`config.mk`:
```
export PLATFORM = sky130hd
export DESIGN_NAME = wb_stage
export DESIGN_NICKNAME = d
export VERILOG_FILES = /design/src/rtl/wb_stage_pkg.sv /design/src/rtl/wb_stage_load_align.sv /design/src/rtl/wb_stage.sv
export SDC_FILE = /design/constraint.sdc
export NUM_CORES = 1
export LEC_CHECK = 0
export ABC_CLOCK_PERIOD_IN_PS = 10800
export CELL_PAD_IN_SITES_DETAIL_PLACEMENT = 1
export CELL_PAD_IN_SITES_GLOBAL_PLACEMENT = 1
export CORE_AREA = 2 2 124 126
export DETAILED_ROUTE_END_ITERATION = 12
export DIE_AREA = 0 0 126 128
export PLACE_DENSITY_LB_ADDON = 0.05
export SLEW_MARGIN = 20
export SYNTH_ARGS = -nofsm -noshare
export SYNTH_HDL_FRONTEND = slang
export SYNTH_SLANG_ARGS = --single-unit
```
`constraint.sdc`:
```
create_clock -name clk -period 10.8 [get_ports clk]
set_clock_uncertainty 0.05 [all_clocks]
set_input_delay 1.62 -clock clk [delete_from_list [all_inputs] [get_ports clk]]
set_output_delay 1.62 -clock clk [all_outputs]
set_load 0.05 [all_outputs]
```
`src/rtl/wb_stage_pkg.sv`:
```
// Shared definitions for the MEM/WB writeback stage: writeback source selects,
// load funct3 encodings and writeback FSM states.
package wb_stage_pkg;

  typedef enum logic [1:0] {
    WB_ALU  = 2'b00,
    WB_LOAD = 2'b01,
    WB_PC4  = 2'b10
  } wb_sel_e;

  localparam logic [2:0] F3_LB  = 3'b000;
  localparam logic [2:0] F3_LH  = 3'b001;
  localparam logic [2:0] F3_LW  = 3'b010;
  localparam logic [2:0] F3_LBU = 3'b100;
  localparam logic [2:0] F3_LHU = 3'b101;

  typedef enum logic [1:0] {
    EMPTY     = 2'b00,
    READY     = 2'b01,
    LOAD_WAIT = 2'b10,
    LOAD_RDY  = 2'b11
  } wb_state_e;

endpackage

```
`src/rtl/wb_stage_load_align.sv`:
```
// Combinational load data extraction: selects byte/half/word from a word-aligned
// read and sign- or zero-extends it according to funct3.
module load_align
  import wb_stage_pkg::*;
#(
  parameter int XLEN = 32
) (
  input  logic [XLEN-1:0] i_rdata,
  input  logic [1:0]      i_off,
  input  logic [2:0]      i_funct3,
  output logic [XLEN-1:0] o_data
);

  logic [7:0]  w_byte;
  logic [15:0] w_half;

  // Halfword selection ignores off[0]; misaligned halves are trapped upstream.
  assign w_byte = i_rdata[{i_off, 3'b000} +: 8];
  assign w_half = i_rdata[{i_off[1], 4'b0000} +: 16];

  always_comb begin
    o_data = i_rdata;
    case (i_funct3)
      F3_LB:   o_data = {{(XLEN-8){w_byte[7]}}, w_byte};
      F3_LBU:  o_data = {{(XLEN-8){1'b0}}, w_byte};
      F3_LH:   o_data = {{(XLEN-16){w_half[15]}}, w_half};
      F3_LHU:  o_data = {{(XLEN-16){1'b0}}, w_half};
      default: o_data = i_rdata;
    endcase
  end

endmodule

```
`src/rtl/wb_stage.sv`:
```
// MEM/WB pipeline register and writeback logic: holds the retiring instruction,
// waits for load data (with timeout) and drives the register file write port.
module wb_stage
  import wb_stage_pkg::*;
#(
  parameter int XLEN         = 32,
  parameter int LOAD_TIMEOUT = 15
) (
  input  logic            clk,
  input  logic            rst,
  input  logic            mem_valid,
  input  logic            mem_reg_write,
  input  logic [4:0]      mem_rd_addr,
  input  logic [1:0]      mem_wb_sel,
  input  logic [XLEN-1:0] mem_alu_result,
  input  logic [XLEN-1:0] mem_pc4,
  input  logic [2:0]      mem_funct3,
  input  logic            dmem_rvalid,
  input  logic [XLEN-1:0] dmem_rdata,
  output logic            wb_stall,
  output logic            load_err,
  output logic            reg_write,
  output logic [4:0]      WB_rd_addr,
  output logic [XLEN-1:0] WB_rd_data
);

  localparam int CW = (LOAD_TIMEOUT < 1) ? 1 : $clog2(LOAD_TIMEOUT + 1);
  localparam logic [CW-1:0] CNT_LIMIT = CW'(LOAD_TIMEOUT);

  wb_state_e       r_state;
  wb_state_e       w_state_next;
  logic            r_reg_write;
  logic [4:0]      r_rd;
  logic [1:0]      r_wb_sel;
  logic [XLEN-1:0] r_alu;
  logic [XLEN-1:0] r_pc4;
  logic [2:0]      r_funct3;
  logic [XLEN-1:0] r_load_data;
  logic [CW-1:0]   r_cnt;
  logic            r_load_err;

  logic            w_capture;
  logic            w_load_done;
  logic            w_timeout;
  logic [XLEN-1:0] w_aligned;

  load_align #(.XLEN(XLEN)) u_align (
    .i_rdata  (dmem_rdata),
    .i_off    (r_alu[1:0]),
    .i_funct3 (r_funct3),
    .o_data   (w_aligned)
  );

  always_ff @(posedge clk or posedge rst) begin
    if (rst) begin
      r_state <= EMPTY;
    end else begin
      r_state <= w_state_next;
    end
  end

  // rvalid is only looked at in LOAD_WAIT; data beats a same-cycle timeout.
  always_comb begin
    w_state_next = r_state;
    w_capture    = 1'b0;
    w_load_done  = 1'b0;
    w_timeout    = 1'b0;
    case (r_state)
      LOAD_WAIT: begin
        if (dmem_rvalid) begin
          w_load_done  = 1'b1;
          w_state_next = LOAD_RDY;
        end else if (r_cnt == CNT_LIMIT) begin
          w_timeout    = 1'b1;
          w_state_next = LOAD_RDY;
        end
      end
      default: begin
        w_capture = 1'b1;
        if (!mem_valid) begin
          w_state_next = EMPTY;
        end else if (mem_wb_sel == WB_LOAD) begin
          w_state_next = LOAD_WAIT;
        end else begin
          w_state_next = READY;
        end
      end
    endcase
  end

  always_ff @(posedge clk or posedge rst) begin
    if (rst) begin
      r_reg_write <= 1'b0;
      r_rd        <= '0;
      r_wb_sel    <= '0;
      r_alu       <= '0;
      r_pc4       <= '0;
      r_funct3    <= '0;
      r_load_data <= '0;
      r_cnt       <= '0;
      r_load_err  <= 1'b0;
    end else begin
      r_load_err <= w_timeout;
      if (w_capture) begin
        r_reg_write <= mem_reg_write;
        r_rd        <= mem_rd_addr;
        r_wb_sel    <= mem_wb_sel;
        r_alu       <= mem_alu_result;
        r_pc4       <= mem_pc4;
        r_funct3    <= mem_funct3;
        r_cnt       <= '0;
      end else if (w_load_done) begin
        r_load_data <= w_aligned;
        r_cnt       <= '0;
      end else if (w_timeout) begin
        r_load_data <= '0;
        r_cnt       <= '0;
      end else begin
        r_cnt <= r_cnt + 1'b1;
      end
    end
  end

  assign wb_stall   = (r_state == LOAD_WAIT);
  assign load_err   = r_load_err;
  assign reg_write  = ((r_state == READY) || (r_state == LOAD_RDY)) && r_reg_write && (r_rd != 5'd0);
  assign WB_rd_addr = (r_state != EMPTY) ? r_rd : 5'd0;

  always_comb begin
    WB_rd_data = '0;
    if ((r_state == READY) || (r_state == LOAD_RDY)) begin
      case (r_wb_sel)
        WB_PC4:  WB_rd_data = r_pc4;
        WB_LOAD: WB_rd_data = r_load_data;
        default: WB_rd_data = r_alu;
      endcase
    end
  end

endmodule

```
* After elaboration in Yosys (flattened, before gate mapping)
Index checks and enable logic that the tools add are counted.
** Storage, ports and cells
- Register bits after elaboration :: 114
- Word-level logic and storage cells :: 51
- Input bits :: 111
- Output and inout port bits :: 40
** Cells by class
- Reduce and logical (&&, ||, !) cells :: 8
- Shift operators :: 2
- Multiplexer cells :: 19
- Eq/ne operators :: 11
- $add $sub $neg :: 1
** Operators by type and width (count)
- 32-bit case mux with 4 select lines :: 1
- 32-bit two-way mux :: 3
- 32-bit case mux with 2 select lines :: 1
- 32-bit by 6-bit variable part select with 16-bit output :: 1
- 32-bit by 6-bit variable part select with 8-bit output :: 1
- 4-bit two-way mux :: 3
- 2-bit two-way mux :: 5
- 2-bit by 1-bit == test with 1-bit output (second input constant) :: 3
- 2-bit == test (second input constant) :: 3
- 3-bit == test (second input constant) :: 2
- 1-bit two-way mux :: 5
- 5-bit two-way mux :: 1
- 5-bit nonzero test :: 1
- 4-bit by 1-bit adder with 4-bit output (second input constant) :: 1
- 4-bit == test (second input constant) :: 1
- 2-bit nonzero test :: 2
- 3-bit by 1-bit == test with 1-bit output (second input constant) :: 1
- 3-bit zero test :: 1
- 3-bit by 2-bit inequality test with 1-bit output (second input constant) :: 1
- 1-bit logical AND :: 2
- 2-bit AND reduction :: 1
- 1-bit logical OR :: 1

* Logic depth before layout (Yosys ltp)
- Depth after elaboration :: 7
- Mapped depth :: 7
- Mapped depth without buffers :: 6

* Hierarchy
Synthesis repeated with hierarchy kept, for this count alone.
** Second synthesis, totals
- Cells, all modules :: 680
- Area total of the unflattened synthesis :: 5731.7 um^2
** By module, submodules not included
- wb_stage :: times used 1, seq. area each 2852.7 um^2, cells an instance 571, area each 5103.6 um^2
- load_align :: times used 1, seq. area each 0.0 um^2, cells an instance 109, area each 628.1 um^2

* Worst setup path after synthesis
No wires, ideal clock.
- Path kind :: reg2out
- Start point :: reg r_wb_sel[0]
- End point :: out WB_rd_data[1]
- Path buffers :: 2
- Cell stages (with the launch flop) :: 6
- Slack :: 6843 ps
- Arrival :: 2287 ps
- Data required time :: 9130 ps
- Cell sequence :: dfrtp_1 inv_1 ha_1 clkbuf_1 buf_1 a211oi_1
** On the way
- Word-level cells in the longest chain between the ends :: 3
- Elaborated cells between the ends (all ways) :: 4
- Those cells by class :: eq/ne: 2; mux: 2
** Ends and longest elaborated chain
- start: declaration :: line wb_stage.sv:34 : logic [1:0] r_wb_sel;
- start signal: assignment :: line wb_stage.sv:107 : r_wb_sel <= mem_wb_sel;
- 2-bit by 1-bit == test with 1-bit output or 2-bit == test (tied branches) :: line wb_stage.sv:132 : case (r_wb_sel)
- 32-bit case mux with 2 select lines * :: line wb_stage.sv:132
- 32-bit two-way mux * :: line wb_stage.sv:131 : if ((r_state == READY) || (r_state == LOAD_RDY)) begin
- end: declaration :: line wb_stage.sv:24 : output logic [XLEN-1:0] WB_rd_data
Mark *: on every way between the ends. The rest lies on a longest branch, timed or not.

* Final worst setup path
- Start point :: reg r_alu[1]
- End point :: out WB_rd_data[1]
** On the way
- Word-level cells in the longest chain between the ends :: 2
** Ends and longest elaborated chain
- start: declaration :: line wb_stage.sv:35 : logic [XLEN-1:0] r_alu;
- start signal: assignment :: line wb_stage.sv:108 : r_alu <= mem_alu_result;
- 32-bit case mux with 2 select lines :: line wb_stage.sv:132
- 32-bit two-way mux :: line wb_stage.sv:131
Every way passes these cells.

==> impl_metrics.toml <==
[layout]
fin_area_mm2 = 0.00777
num-nets-final = 898
layout_common_cells = "230 x nand2_1, 150 x clkdlybuf4s50_1, 114 x dfrtp_1"
fillers = 1720
area_growth_pct = 40.0
final_common_cell = "nand2_1"
drive_gt1_frac = 0.0542
multi_input_area_mm2 = 0.00250
seqCellArea_mm2 = 0.00285
antenna_cells = 0

[synthesis]
ys_types = 40
synth_edf_count = 0
syn_nets = 769
synth_area_leaders = "dfrtp_1 51%, nand2_1 16%, nor2_1 4.7%"
yosysWarnings = 0
synth.cell_area_mm2 = 0.00555
syn_inst = 655
yosysTopAreaCell = "dfrtp_1"
synth.top_cell.area_share = 0.514
ys_seq_area_frac = 0.514
synth_flop_cell = "dfrtp_1"
postSynth.asyncResetShare = 1.00
syn_area_per_cell_um2 = 8.48
synth.ff_latch_count = 114

[cts]
cts_tree = "built"
holdBufCountCts = 0
cts_buffer_depth = 2
ctsResizeCount = 0
htreeDepth = 4
cts_buffers = 17
cts.sinks = 114
cts_setup_buffers = 0
cts_root_buf = "clkbuf_16"
clk_latency_ns = 0.42
clk_pin_slew_ns = 0.05

[power]
intPower_mw = 1.08
peakVddDrop_mv = 0.120
clkPwrFrac = 0.362
power.leakage_nw = 3.53
combPwrFrac = 0.271
seqPwrFrac = 0.367
p_sw_mw = 0.505
power_mw = 1.58
netSwitchingFraction = 0.319
pwr_density_cell_mw_per_mm2 = 204

[setup_path]
rr_worst_depth = 7
end_kind = "output port"
worstSetupPathType = "register to output port"
path_cells = "clkinv_1 > a211oi_1 > clkdlybuf4s50_1"
arrival_ns = 2.98
reg2reg_from = "r_state[0]"
slowest_delay_ns = 0.84
startpoint_type = "register"
startpoint = "r_alu[1]"
critPathMaxFanout = 21
r2r_slack_ns = 7.78
required_ns = 9.13
r2r-end = "r_load_data[16]"
slowest_stage = "dfrtp_1"

[sta]
finalCritPeriodShare = 0.431
max_freq_ghz = 0.215
finalMaxSlewViolations = 0
tightest_slew_ns = 0.885
relSlewSlack = 0.405
fin_crit_ns = 4.65
rsz0062_at_grt = "no"
setup_viol = 0
holdWs_ns = 0.414
hold_viol = 0
fin_tns_setup_ns = 0

[die]
core-area_mm2 = 0.0149
fp-row-count = 45
design.die.area_mm2 = 0.0161
die_w_um = 126
io-pin-count = 151
fp.dieH_um = 128
start_util = 0.374

[grt]
grt_pass1_vias = 5580
grt_use_total = 0.236
grt_max_degree = 84
grt_pass1_wl_um = 29800
grt_overflow = 0
grt_antenna_before_repair = 0

[detailed_routing]
vias_per_cell = 5.29
drcViolationCount = 0
ant_nets = 0
drt-total-wl_um = 18400
wl_per_cell_um = 18.8
drt_first_pass_iters = 4
via_count = 5194
drt_iter0_markers = 293

[hold_path]
holdCritStartpoint = "r_alu[31]"
hp-class = "register to register"
hold_depth = 2
hold_end = "r_alu[31]"

[placement]
placed_cell_area_mm2 = 0.00716
dpl.hpwl_um = 12400
portBuffers = 150
gp_congestion = 0.803

[job]
cap_viol_max_count = 0

[run_status]
status = "finished, final reports clean"
## metal layers
layer / track usage / share of wire
met1: 0.308 / 0.44
met2: 0.394 / 0.50
met3: 0.0543 / 0.049
met4: 0.0711 / 0.019
met5: 0 / 0
## critical path: cells and delay by family (launching register included)
family,cells,cell delay [ns]
AOI/OAI and AO/OA,1,0.34
DFF,1,0.84
buffers and inverters,2,1.38
## power groups by stage
stage | clock network, mW | registers (mW) | logic [mW]
floorplan | 0 | 0.557 | 0.292
global placement | 0 | 0.581 | 0.421
detailed placement | 0 | 0.584 | 0.430
CTS | 0.585 | 0.579 | 0.435
global route | 0.603 | 0.591 | 0.472
finish | 0.573 | 0.580 | 0.429
## metrics by stage
step | util | cells | setup WS (ns)
after global routing | 0.523 | 982 | 5.98
final | 0.523 | 982 | 6.15
after CTS | 0.522 | 982 | 5.83
after detailed placement | 0.482 | 953 | 6.30
after floorplan | - | 655 | 6.11
after global placement | 0.482 | 953 | 6.37
## logic make-up after synthesis
logic type / Yosys count / synth area share
simple gates: 328 / 0.238
compound gates: 144 / 0.174
flops: 114 / 0.514
buf+inv: 54 / 0.0390
mux: 10 / 0.0250
fa+ha+maj: 3 / 0.00676
xor+xnor: 2 / 0.00316
## worst max-delay path by stage
| stage | to | slack (ns) | depth (start not counted) |
|---|---|---|---|
| detailed placement | WB_rd_data[1] | 6.30 | 5 |
| finish | WB_rd_data[1] | 6.15 | 3 |
| CTS | WB_rd_data[1] | 5.83 | 5 |
| global placement | WB_rd_data[1] | 6.37 | 5 |
| global route | WB_rd_data[1] | 5.98 | 3 |
| floorplan | load_err | 6.11 | 1 |
## final cells by class
cell class,count,share of cell area
Sequential cell,114,0.367
Multi-Input combinational cell,487,0.322
Timing Repair Buffer,156,0.199
Clock buffer,24,0.0646
Tap cell,188,0.0303
Clock inverter,5,0.0129
Inverter,8,0.00419
## state kept, by name, summed over array words and instances (netlist names)
name,count
r_alu,32
r_load_data,32
r_pc4,32
r_rd,5
r_cnt,4
r_funct3,3
r_state,2
r_wb_sel,2
load_err,1
r_reg_write,1
## cell usage after synthesis (2+ instances only)
cell type and instances:
nor3_1 2, o21a_1 7, a211oi_1 7, a221o_1 16, mux4_2 2, o21ai_1 2, a22oi_1 32, a221oi_1 7
nor2b_1 6, ha_1 3, buf_1 8, or3_1 2, a21oi_1 33, a21o_1 6, nand3b_1 2, nor2_1 69
clkbuf_1 32, and3_1 2, and2_1 7, inv_1 7, buf_2 5, nor3b_1 3, o21ai_0 30, dfrtp_1 114
mux2i_1 6, nand2_1 231
Note: power is estimated with default switching activity, not from simulation.
